### src/rtl/ws2812_pkg.sv
// Shared types and default 50 MHz timing for the WS2812 frame sequencer.
package ws2812_pkg;

    typedef enum logic [1:0] {
        ST_IDLE  = 2'd0,
        ST_PRIME = 2'd1,
        ST_SEND  = 2'd2,
        ST_LATCH = 2'd3
    } ws_state_e;

    localparam int unsigned DEF_T0H_CYC  = 20;
    localparam int unsigned DEF_T1H_CYC  = 40;
    localparam int unsigned DEF_TBIT_CYC = 63;
    localparam int unsigned DEF_TRST_CYC = 2800;

    // Smallest counter width able to hold every value in 0..max_val.
    function automatic int unsigned cnt_width(input int unsigned max_val);
        return (max_val < 2) ? 1 : $clog2(max_val + 1);
    endfunction

endpackage

### src/rtl/ws2812_bit_timer.sv
// One WS2812 bit period: high for T0H/T1H cycles depending on the bit, low for the rest.
module ws2812_bit_timer
    import ws2812_pkg::*;
#(
    parameter int unsigned T0H_CYC  = DEF_T0H_CYC,
    parameter int unsigned T1H_CYC  = DEF_T1H_CYC,
    parameter int unsigned TBIT_CYC = DEF_TBIT_CYC
) (
    input  logic clk,
    input  logic rst_n,
    input  logic run,
    input  logic bit_val,
    output logic dout_hi,
    output logic bit_end
);

    localparam int unsigned CNT_W = cnt_width(TBIT_CYC - 1);

    localparam logic [CNT_W-1:0] CNT_LAST = CNT_W'(TBIT_CYC - 1);
    localparam logic [CNT_W-1:0] T0H_LIM  = CNT_W'(T0H_CYC);
    localparam logic [CNT_W-1:0] T1H_LIM  = CNT_W'(T1H_CYC);

    logic [CNT_W-1:0] bit_cnt;

    // The counter idles at zero so the first cycle of SEND is cycle 0 of bit 0.
    always_ff @(posedge clk or negedge rst_n) begin
        if (!rst_n) begin
            bit_cnt <= '0;
        end else if (!run || bit_cnt == CNT_LAST) begin
            bit_cnt <= '0;
        end else begin
            bit_cnt <= bit_cnt + CNT_W'(1);
        end
    end

    assign bit_end = run && (bit_cnt == CNT_LAST);
    assign dout_hi = run && (bit_cnt < (bit_val ? T1H_LIM : T0H_LIM));

endmodule

### src/rtl/ws2812_frame_ctrl.sv
// Frame sequencer: prefetches one bank of pixel words from the pixel RAM and
// streams them gap-free onto the WS2812 line, followed by the latch low time.
module ws2812_frame_ctrl
    import ws2812_pkg::*;
#(
    parameter int unsigned LED_NUM    = 16,
    parameter int unsigned DATA_WIDTH = 24,
    parameter int unsigned ADDR_WIDTH = $clog2(LED_NUM) + 1,
    parameter int unsigned T0H_CYC    = DEF_T0H_CYC,
    parameter int unsigned T1H_CYC    = DEF_T1H_CYC,
    parameter int unsigned TBIT_CYC   = DEF_TBIT_CYC,
    parameter int unsigned TRST_CYC   = DEF_TRST_CYC
) (
    input  logic                  clk,
    input  logic                  rst_n,
    input  logic                  start,
    input  logic                  bank,
    input  logic [ADDR_WIDTH-1:0] led_count,
    output logic [ADDR_WIDTH-1:0] ram_raddr,
    input  logic [DATA_WIDTH-1:0] ram_q,
    output logic                  dout,
    output logic                  busy,
    output logic                  done
);

    localparam int unsigned PIX_W  = ADDR_WIDTH - 1;
    localparam int unsigned BIDX_W = cnt_width(DATA_WIDTH - 1);
    localparam int unsigned PH_W   = cnt_width(TRST_CYC);

    localparam logic [ADDR_WIDTH-1:0] N_MAX      = ADDR_WIDTH'(LED_NUM);
    localparam logic [BIDX_W-1:0]     BIT_LAST   = BIDX_W'(DATA_WIDTH - 1);
    localparam logic [PH_W-1:0]       PRIME_LAST = PH_W'(1);
    localparam logic [PH_W-1:0]       TRST_LAST  = PH_W'(TRST_CYC);

    if (!(T0H_CYC < T1H_CYC && T1H_CYC < TBIT_CYC)) begin : g_bad_timing
        $error("ws2812_frame_ctrl: bit timing must satisfy T0H < T1H < TBIT");
    end
    if (LED_NUM < 2 || (LED_NUM & (LED_NUM - 1)) != 0) begin : g_bad_led_num
        $error("ws2812_frame_ctrl: LED_NUM must be a power of two >= 2");
    end

    ws_state_e               state;
    ws_state_e               state_d;
    logic                    bank_q;
    logic [ADDR_WIDTH-1:0]   n_q;
    logic [ADDR_WIDTH-1:0]   n_clamp;
    logic [ADDR_WIDTH-1:0]   addr_q;
    logic [PIX_W-1:0]        pix_idx;
    logic [BIDX_W-1:0]       bit_idx;
    logic [DATA_WIDTH-1:0]   sr;
    logic [PH_W-1:0]         phase_cnt;
    logic                    dout_hi;
    logic                    bit_end;
    logic                    word_end;
    logic                    last_pix;
    logic                    frame_end;

    assign n_clamp   = (led_count > N_MAX) ? N_MAX : led_count;
    assign last_pix  = ({1'b0, pix_idx} == (n_q - ADDR_WIDTH'(1)));
    assign word_end  = bit_end && (bit_idx == BIT_LAST);
    assign frame_end = word_end && last_pix;

    ws2812_bit_timer #(
        .T0H_CYC  (T0H_CYC),
        .T1H_CYC  (T1H_CYC),
        .TBIT_CYC (TBIT_CYC)
    ) u_bit_timer (
        .clk     (clk),
        .rst_n   (rst_n),
        .run     (state == ST_SEND),
        .bit_val (sr[DATA_WIDTH-1]),
        .dout_hi (dout_hi),
        .bit_end (bit_end)
    );

    // NOTE: sequential state uses non-blocking assignments so every flop samples pre-edge values.
    always_ff @(posedge clk or negedge rst_n) begin
        if (!rst_n) begin
            state <= ST_IDLE;
        end else begin
            state <= state_d;
        end
    end

    // NOTE: state_d takes a default first so no path through the case can infer a latch.
    always_comb begin
        state_d = state;
        unique case (state)
            ST_IDLE: begin
                if (start) begin
                    state_d = (n_clamp == '0) ? ST_LATCH : ST_PRIME;
                end
            end
            ST_PRIME: begin
                if (phase_cnt == PRIME_LAST) begin
                    state_d = ST_SEND;
                end
            end
            ST_SEND: begin
                if (frame_end) begin
                    state_d = ST_LATCH;
                end
            end
            ST_LATCH: begin
                if (phase_cnt == TRST_LAST) begin
                    state_d = ST_IDLE;
                end
            end
            default: state_d = ST_IDLE;
        endcase
    end

    always_comb begin
        busy = (state != ST_IDLE);
        done = (state == ST_LATCH) && (phase_cnt == TRST_LAST);
        dout = dout_hi;
    end

    assign ram_raddr = addr_q;

    // Shared by PRIME (RAM read latency) and LATCH (reset low time), zeroed on every state change.
    always_ff @(posedge clk or negedge rst_n) begin
        if (!rst_n) begin
            phase_cnt <= '0;
        end else if (state_d != state || state == ST_IDLE || state == ST_SEND) begin
            phase_cnt <= '0;
        end else begin
            phase_cnt <= phase_cnt + PH_W'(1);
        end
    end

    always_ff @(posedge clk or negedge rst_n) begin
        if (!rst_n) begin
            bank_q  <= 1'b0;
            n_q     <= '0;
            pix_idx <= '0;
            bit_idx <= '0;
            sr      <= '0;
            addr_q  <= '0;
        end else begin
            unique case (state)
                ST_IDLE: begin
                    if (start) begin
                        bank_q  <= bank;
                        n_q     <= n_clamp;
                        pix_idx <= '0;
                        bit_idx <= '0;
                        addr_q  <= {bank, PIX_W'(0)};
                    end
                end
                ST_PRIME: begin
                    if (phase_cnt == PRIME_LAST) begin
                        sr      <= ram_q;
                        bit_idx <= '0;
                        addr_q  <= {bank_q, pix_idx + PIX_W'(1)};
                    end
                end
                ST_SEND: begin
                    if (bit_end) begin
                        if (bit_idx == BIT_LAST) begin
                            bit_idx <= '0;
                            // Address already points one pixel ahead, so ram_q holds the next word.
                            if (!last_pix) begin
                                sr      <= ram_q;
                                pix_idx <= pix_idx + PIX_W'(1);
                                addr_q  <= {bank_q, pix_idx + PIX_W'(2)};
                            end
                        end else begin
                            sr      <= {sr[DATA_WIDTH-2:0], 1'b0};
                            bit_idx <= bit_idx + BIDX_W'(1);
                        end
                    end
                end
                default: ;
            endcase
        end
    end

    a_done_ends_busy: assert property (@(posedge clk) disable iff (!rst_n) done |=> !busy);
    a_bank_stable:    assert property (@(posedge clk) disable iff (!rst_n)
                                       (busy && $past(busy)) |-> $stable(bank_q));

endmodule

### config.mk
export PLATFORM = sky130hd
export DESIGN_NAME = ws2812_frame_ctrl
export DESIGN_NICKNAME = d
export VERILOG_FILES = /design/src/rtl/ws2812_pkg.sv /design/src/rtl/ws2812_bit_timer.sv /design/src/rtl/ws2812_frame_ctrl.sv
export SDC_FILE = /design/constraint.sdc
export NUM_CORES = 1
export LEC_CHECK = 0
export CORE_ASPECT_RATIO = 0.75
export CORE_UTILIZATION = 35
export CTS_CLUSTER_DIAMETER = 50
export DETAILED_ROUTE_END_ITERATION = 12
export PLACE_DENSITY_LB_ADDON = 0.12
export SETUP_SLACK_MARGIN = 0.2
export SYNTH_ARGS = -nofsm -noshare
export SYNTH_HDL_FRONTEND = slang
export SYNTH_SLANG_ARGS = --single-unit
### constraint.sdc
create_clock -name clk -period 7.05 [get_ports clk]
set_input_delay 1.41 -clock clk [delete_from_list [all_inputs] [get_ports clk]]
set_output_delay 1.41 -clock clk [all_outputs]
set_load 0.02 [all_outputs]
After elaboration in Yosys (flattened, before gate mapping)
Cells that the tools add are included.
Widths: inputs -> output; s select.

storage, ports and cells
  output and inout port bits = 8
  logic and storage cells = 83
  input port bits = 33
  register bits = 64

operators by class
  multiplexer cells = 31
  magnitude comparators = 2
  $add $sub $neg = 6
  reduce and logical (&&, ||, !) cells = 20
  equality and inequality tests = 15

operators with widths
  kind                   count
  $mux 24                4
  $mux 5                 10
  $pmux 24 s2            1
  $pmux 5 s3             2
  $mux 4                 4
  $add 12x1->12 const B  1
  $eq 12x1->1 const B    1
  $eq 12x12->1 const B   1
  $mux 12                1
  $mux 6                 2
  $mux 2                 5
  $ne 2x2->1 const B     5
  $pmux 2 s4             1
  $pmux 4 s2             1
  $reduce_and 4->1       2
  $add 6x1->6 const B    1
  $eq 6x6->1 const B     1
  $lt 6x6->1             1
  $reduce_and 6->1       1
  $reduce_bool 2->1      3
  $add 5x1->5 const B    1
  $eq 4x5->1             1
  $eq 5x5->1 const B     1
  $gt 5x5->1 const B     1
  15 further kinds       22

Depth between registers and ports, before layout
Gate-level depths: netlist (run 1).

  word-level depth = 10
  depth in mapped cells = 10
  depth with buffers taken out = 7

Cells and area by module
A second synthesis (run 1) with hierarchy kept.

unflattened totals
  cell total of the unflattened synthesis = 345
  area total of the unflattened synthesis = 3,733.6 um^2

modules (own cells, without submodules)
  module             area an instance (um^2)  seq. area each (um^2)  instances  cells each
  ws2812_frame_ctrl  3,373.2                  1,451.4                1          308
  ws2812_bit_timer   360.3                    150.1                  1          37

Least setup slack after synthesis (run 1)
No wires, ideal clock.

  path kind = register to output
  start = register phase_cnt[3]
  end = output done
  stages on the path, launching flop included = 3
  arrival time = 1,693 ps
  required time = 5,640 ps
  path buffers = 0
  path slack = 3,947 ps
  cell sequence = dfrtp_1 or4_4 nor4_1

between the ends
  longest elaborated chain between the ends = 2

ends and longest elaborated chain
  what                    RTL line                  source
  from (decl)             ws2812_frame_ctrl.sv:51   logic [PH_W-1:0] phase_cnt;
  from (signal assigned)  ws2812_frame_ctrl.sv:128  phase_cnt <= phase_cnt + PH_W'(1);
  $eq 12x12->1            ws2812_frame_ctrl.sv:115  done = (state == ST_LATCH) && (phase_cnt == TRST_LAST);
  $logic_and 1x1->1       ws2812_frame_ctrl.sv:115
  to (decl)               ws2812_frame_ctrl.sv:23   output logic done

Every way passes these cells.

Worst setup path in the final report (run 1)
  start = register state[0]
  end = output dout

between the ends
  longest elaborated chain between the ends = 2

ends and longest elaborated chain
  what                    RTL line                 source
  from (decl)             ws2812_frame_ctrl.sv:42  ws_state_e state;
  from (signal assigned)  ws2812_frame_ctrl.sv:81  state <= state_d;
  $eq 2x2->1              ws2812_frame_ctrl.sv:70  .run (state == ST_SEND),
  $logic_and 1x1->1       ws2812_bit_timer.sv:37   assign dout_hi = run && (bit_cnt < (bit_val ? T1H_LIM : T0H_LIM));
  to (decl)               ws2812_frame_ctrl.sv:21  output logic dout,

Every way passes these cells.

==> results of run 1 <==
==> worst min-delay path by stage <==
stage	startpoint	endpoint	slack, ns	cells after the start
floorplan	bank_q	bank_q	0.45	2
global placement	bank_q	bank_q	0.47	2
detailed placement	u_bit_timer.bit_cnt[0]	u_bit_timer.bit_cnt[0]	0.49	1
CTS	u_bit_timer.bit_cnt[0]	u_bit_timer.bit_cnt[0]	0.49	1
global route	u_bit_timer.bit_cnt[0]	u_bit_timer.bit_cnt[0]	0.50	1
finish	u_bit_timer.bit_cnt[0]	u_bit_timer.bit_cnt[0]	0.49	1
==> state kept, by name, summed over array words and instances (netlist names) <==
name / flops
phase_cnt: 12
state: 2
bit_idx: 5
sr: 24
u_bit_timer.bit_cnt: 6
n_q: 5
pix_idx: 4
ram_raddr: 5
bank_q: 1
==> critical path: cells and delay by family, from the launching register on <==
kind / cells / cell delay [ns]
adder cells (fa/ha/maj): 1 / 0.51
flip-flops: 1 / 0.42
buffers and inverters: 3 / 1.19
AO/OA/AOI/OAI: 1 / 0.36
==> power by group through the flow <==
stage	logic [mW]	registers, mW	clock network (mW)
after CTS	0.977	0.598	0.447
after global placement	0.962	0.599	0
after detailed placement	0.967	0.603	0
final	0.966	0.597	0.431
after global routing	1.07	0.616	0.459
after floorplan	0.786	0.583	0
==> cell families (layout without fill, tap and decap cells) <==
kind of cell / after synthesis / count (layout) / synth area share
muxes: 52 / 52 / 0.175
DFF: 64 / 64 / 0.431
and+or+nand+nor: 106 / 106 / 0.158
buffers and inverters: 28 / 76 / 0.0350
adders and majority gates: 17 / 17 / 0.0572
AOI/OAI and AO/OA: 49 / 49 / 0.0952
xor gates and xnor gates: 21 / 21 / 0.0495
==> cell type report <==
type / instances / area (sq um) / area share
Multi-Input combinational cell: 245 / 1990 / 0.438
Tap cell: 136 / 170 / 0.0375
Sequential cell: 64 / 1600 / 0.353
Clock inverter: 6 / 60.1 / 0.0132
Clock buffer: 10 / 229 / 0.0505
Timing Repair Buffer: 44 / 425 / 0.0938
Inverter: 16 / 60.1 / 0.0132
==> layout by cell type, fill, tap and decap left out, types with 4 or more instances in the layout <==
master	netlist	final
nand2b_1	8	8
buf_4	0	4
o21ai_0	17	17
nor3_1	16	16
ha_1	17	17
clkbuf_16	0	9
mux2_2	31	31
dfrtp_1	64	64
mux2_4	18	18
xnor2_1	10	10
clkdlybuf4s50_1	0	39
nand3_1	14	14
inv_1	16	16
o31ai_1	6	6
nand2_1	26	26
xor2_1	11	11
nor2_1	14	14
nand4_1	4	4
==> metrics by stage <==
step	std cells	instance area [sq um]
2_1_floorplan	337	3720
3_3_place_gp	505	4240
3_5_place_dp	505	4240
4_1_cts	521	4530
5_1_grt	521	4530
6_report	521	4530
==> synthesized netlist by cell type (all sizes together) (2+ instances only) <==
cell	instances
o21a	2
nor2b	3
xor2	11
nor4	2
dfrtp	64
xnor2	10
o41ai	3
nor3b	2
or2	3
clkbuf	8
nand3	14
o31ai	7
buf	4
nor3	17
mux2	49
mux2i	3
a21oi	3
a211oi	2
nor2	14
o21ai	18
ha	17
or3	2
or4b	2
or4	3
nand2b	8
o211ai	2
inv	16
o22ai	2
nand2	27
nand4	5
==> routing by layer <==
| metal | global-route usage | up-vias | part of all wire |
|---|---|---|---|
| li1 | - | 1296 | - |
| met1 | 0.208 | 1242 | 0.52 |
| met2 | 0.219 | 37 | 0.44 |
| met3 | 0.0440 | 14 | 0.029 |
| met4 | 0.0669 | 0 | 0.017 |
| met5 | 0 | - | 0 |
==> results.md, run 1 <==
* Layout cells sized above 1 at 0.216
* Clock sink count at 64
* Synth unique cells at 57
* Total Wirelength at ~7500 um
* DP Worst Slack at 3.18 ns
* Clock Power Share at 0.216
* Layout area overhead at 21.9%
* Status: completed
* Max Clk Rate at about 240 MHz
* Final Critical Period at roughly 4.2 ns
* Clk buf depth at 2
* Post-synthesis sequential area ratio at 0.431
* Worst Setup EP: dout
* MaxCap Viol Count at 0
* Flops & latches, synth at 64
* Pwr/cell area at between 400 and 500 nW/um^2
* Comb pwr share at 0.485
* Rows at 32
* Starting Density at 0.361
* Main synth FF type: dfrtp_1
* Final slew viol count at 0
* Startpoint types: register
* WHS at a little under 0.5 ns
* Worst reg2reg startpoint: state[0]
* EDFF count, synth at 0
* Post-CTS Setup Bufs at 0
* Detailed placer's ending HPWL at 5190 um
* DR iter-0 viols at 106
* CP Data Required Time at 5.64 ns
* Power, Total at 1.99 mW
* Crit-path most repeated cell: inv_1
* Slowest CP cell: clkdlybuf4s50_1
* Core footprint at 10300 sq um
* Filler cell count at around 940
* Vias in the first global route at roughly 2600
* Clk_skew at between 0.007 and 0.008 ns
* # resized after CTS at 0
* Placer Congestion at slightly below 0.8
* Grt ovf at 0
* Sequential share of power at 0.299
* Gr usage total at 0.151
* Clock latency on the worst-skew pair at about 0.33 ns
* Yosys top cell area share at 0.431
* RSZ-0062 raised after global routing: false
* Synth area leaders: dfrtp_1 (43%), mux2_2 (9.4%), mux2_4 (7.3%)
* R2R depth at 7
* Port bufs at 40
* Critical Path End Type: output pin
* Int Pwr at about 1.3 mW
* Post-Syn Area at 3720 sq um
* H-tree Lvls at 3
* Lkg Pwr at roughly 1.9 nW
* First-pass GRT wire length at 12900 um
* Area leader, netlist: dfrtp_1
* Async SR Flop Fraction at 1.00
* Fin util at 0.441
* Peak VDD IR at between 0.1 and 0.15 mV
* Flop2flop setup slack at approximately 4.2 ns
* Mapped Nets at between 300 and 400
* R2R Path End: sr[10]
* Final worst path period share at 0.599
* Boundary Pins at slightly above 40
* Die height at 91.3 um
* Crit path arrival time at 2.81 ns
* Synth Instances at roughly 340
* Drt pass-1 iters at 4
* Detail Route Antenna Nets at 0
* # diodes at 0
* Hold Fails Final Rpt at 0
* Yosys warns at 0
* Syn avg cell area at 11.0 sq um
* Slew headroom at 0.357
* Max stage delay on crit path at ~0.68 ns
* Root buffer cell: clkbuf_16
* DR WL/cell at approximately 14 um
* Post-CTS Hold Fix Bufs at 0
* Sequence of cells on the critical path: inv_1 -> ha_1 -> inv_1 -> a211oi_1 -> clkdlybuf4s50_1
* Via/cell ratio at between 4 and 5
* Final WS setup at ~2.8 ns
* Reg clk slew, reported paths at 0.05 ns
* Worst setup path category: register to output pin
* DR vias at 2589
* Net Sw Frac at 0.372
* Final setup viols at 0
* Switch Pwr at between 0.7 and 0.8 mW
* CTS Buf Count at 9
* Chip width at 121 um
* Worst setup startpoint: state[0]
* Worst Tran Pin Value at about 0.96 ns
* Final #Nets at 430
* Largest net degree at the start of global routing at between 60 and 70
* Setup TNS at 0 ns
* DRC viols at 0
* CP max FO at 15
* Die area at 11000 sq um
* CTS tree: yes
* Min-delay worst type: register to register
* Initial antenna violation count at 0
Note: power is estimated with default switching activity, not from simulation.
==> inputs of run 2 (changes only) <==
Clock period 7.05 ns to 4.2 ns, I/O delays scaled along.
==> results.md, run 2 (synthesized netlist as in run 1, its figures left out) <==
* WHS Endpoint: u_bit_timer.bit_cnt[0]
* Sequence of cells on the critical path: inv_1 -> ha_1 -> buf_4 -> inv_1 -> a211oi_1 -> clkdlybuf4s50_1
* Placed cells at 506 (+0.20%)
* Final Critical Period at around 3.3 ns
* Crit path arrival time at 2.48 ns (-0.33 ns)
* Final setup viols at 0 (unchanged)
* Critical Path End Type: output pin
* Startpoint types: register
* Drt pass-1 iters at 4 (unchanged)
* Slew headroom at 0.335 (-0.0221)
* Reg clk slew, reported paths at 0.05 ns (about the same)
* # diodes at 0 (unchanged)
* Detail Route Antenna Nets at 0 (unchanged)
* R2R Path End: sr[1]
* Largest register by flop count: sr
* Clock latency on the worst-skew pair at 0.32 ns (about the same)
* Grt ovf at 0 (unchanged)
* Rows at 32 (unchanged)
* Layout cells sized above 1 at 0.216 (unchanged)
* R2R depth at 8 (+1)
* Worst Hold Depth at 1 (unchanged)
* Pwr/cell area at 741 nW/um^2 (+68%)
* CP max FO at 15 (unchanged)
* Worst setup path category: register to output pin
* Port bufs at 40 (unchanged)
* Die area at 11000 sq um (unchanged)
* Min-delay worst type: register to register
* Layout area overhead at 22.1%
* MaxCap Viol Count at 0 (unchanged)
* Top Registers: sr (24), phase_cnt (12), u_bit_timer.bit_cnt (6)
* DR vias at 2583 (-0.23%)
* DRC viols at 0 (unchanged)
* Post-CTS Hold Fix Bufs at 0 (unchanged)
* Flop2flop setup slack at 1.56 ns (-2.63 ns)
* Final worst path period share at 0.790
* Leading cell type in the layout, fill and taps excluded: dfrtp_1
* Max reg flops at 24 (unchanged)
* Boundary Pins at 41 (unchanged)
* Setup TNS at 0 ns (unchanged)
* DR iter-0 viols at 141 (+33%)
* CTS Buf Count at 9 (unchanged)
* Most frequent cells in the layout: dfrtp_1 (64), clkdlybuf4s50_1 (39), mux2_2 (31)
* CTS tree: yes
* Lkg Pwr at 1.92 nW (+0.63%)
* Post-CTS Setup Bufs at 0 (unchanged)
* Slowest CP cell: clkdlybuf4s50_1
* Detailed placer's ending HPWL at 5330 um (+2.6%)
* Crit-path most repeated cell: inv_1
* Hold Fails Final Rpt at 0 (unchanged)
* Clock sink count at 64 (unchanged)
* Vias in the first global route at 2585 (-2.3%)
* Max stage delay on crit path at 0.67 ns (about the same)
* Largest net degree at the start of global routing at 36 (-45%)
* Final #Nets at 431 (+0.23%)
* H-tree Lvls at 3 (unchanged)
* Gr usage total at 0.149 (-0.00199)
* First-pass GRT wire length at 12800 um (-0.96%)
* Worst Tran Pin Value at 0.994 ns (+0.0330 ns)
* Total Wirelength at 7570 um (+1.2%)
* Peak VDD IR at 0.268 mV (+80%)
* Initial antenna violation count at 0 (unchanged)
* Placer Congestion at 0.731 (-7.6%)
* Die height at 91.3 um (unchanged)
* Core footprint at 10300 sq um (unchanged)
* Max Clk Rate at just over 300 MHz
* Hold Startpoint: u_bit_timer.bit_cnt[0]
* Final slew viol count at 0 (unchanged)
* DR WL/cell at 14.5 um (+1.2%)
* Starting Density at 0.361 (unchanged)
* Status: completed
* Chip width at 121 um (unchanged)
* Clk_skew at 0.00372 ns (-0.00330 ns)
* # resized after CTS at 0 (unchanged)
* Clk buf depth at 2 (unchanged)
* Post-route insts no fill at 521 (unchanged)
* CP Data Required Time at 3.36 ns (-2.28 ns)
* RSZ-0062 raised after global routing: false
* Worst reg2reg startpoint: phase_cnt[1]
* Root buffer cell: clkbuf_16
* Via/cell ratio at 4.96 (-0.23%)
[run 2: cell count changes in the layout (fill, tap and decap cells not counted)]
cell	previous run	this run
buf_4	4	5
clkbuf_8	0	1
clkinvlp_4	2	0
[run 2: final cells by class]
type,count,area (sq um)
Clock inverter,4,45.0
Tap cell,136,170
Fill cell,947,5750
Inverter,16,60.1
Clock buffer,11,243
Timing Repair Buffer,45,433
Multi-Input combinational cell,245,1990
Sequential cell,64,1600
[run 2: routing by layer]
layer / global-route usage / wire [um]
met5: 0 / 0
met3: 0.0515 / 250
met1: 0.202 / 3950
met4: 0.0463 / 71
met2: 0.223 / 3290
[run 2: power by group]
part	internal (mW)	total, mW	switching (mW)
combinational	0.814	1.63	0.817
sequential	0.840	1.01	0.166
clock	0.469	0.724	0.256
total	2.12	3.36	1.24
[run 2: worst max-delay path by stage]
stage / start / endpoint / slack (ns) / depth (start not counted)
after CTS: state[0] / dout / 0.83 / 6
after global placement: start / phase_cnt[1] / 0.94 / 6
final: state[0] / dout / 0.88 / 6
after global routing: state[0] / dout / 0.69 / 6
after detailed placement: start / phase_cnt[2] / 0.87 / 6
after floorplan: phase_cnt[3] / done / 1.67 / 2
[run 2: stage by stage]
| step | instance area (sq um) | power (mW) | hold slack (ns) | setup slack (ns) | util |
|---|---|---|---|---|---|
| after floorplan | 3720 | 2.30 | 0.450 | 1.67 | - |
| after global placement | 4250 | 2.63 | 0.466 | 0.937 | 0.413 |
| after detailed placement | 4250 | 2.66 | 0.482 | 0.870 | 0.413 |
| after CTS | 4540 | 3.41 | 0.489 | 0.829 | 0.441 |
| after global routing | 4540 | 3.61 | 0.512 | 0.689 | 0.441 |
| final | 4540 | 3.36 | 0.483 | 0.884 | 0.441 |
[run 2: critical path, delay by kind of cell (launching register included)]
kind / cells / cell delay [ns]
AOI/OAI and AO/OA: 1 / 0.30
adders and majority gates: 1 / 0.18
buffers and inverters: 4 / 1.25
DFF: 1 / 0.42
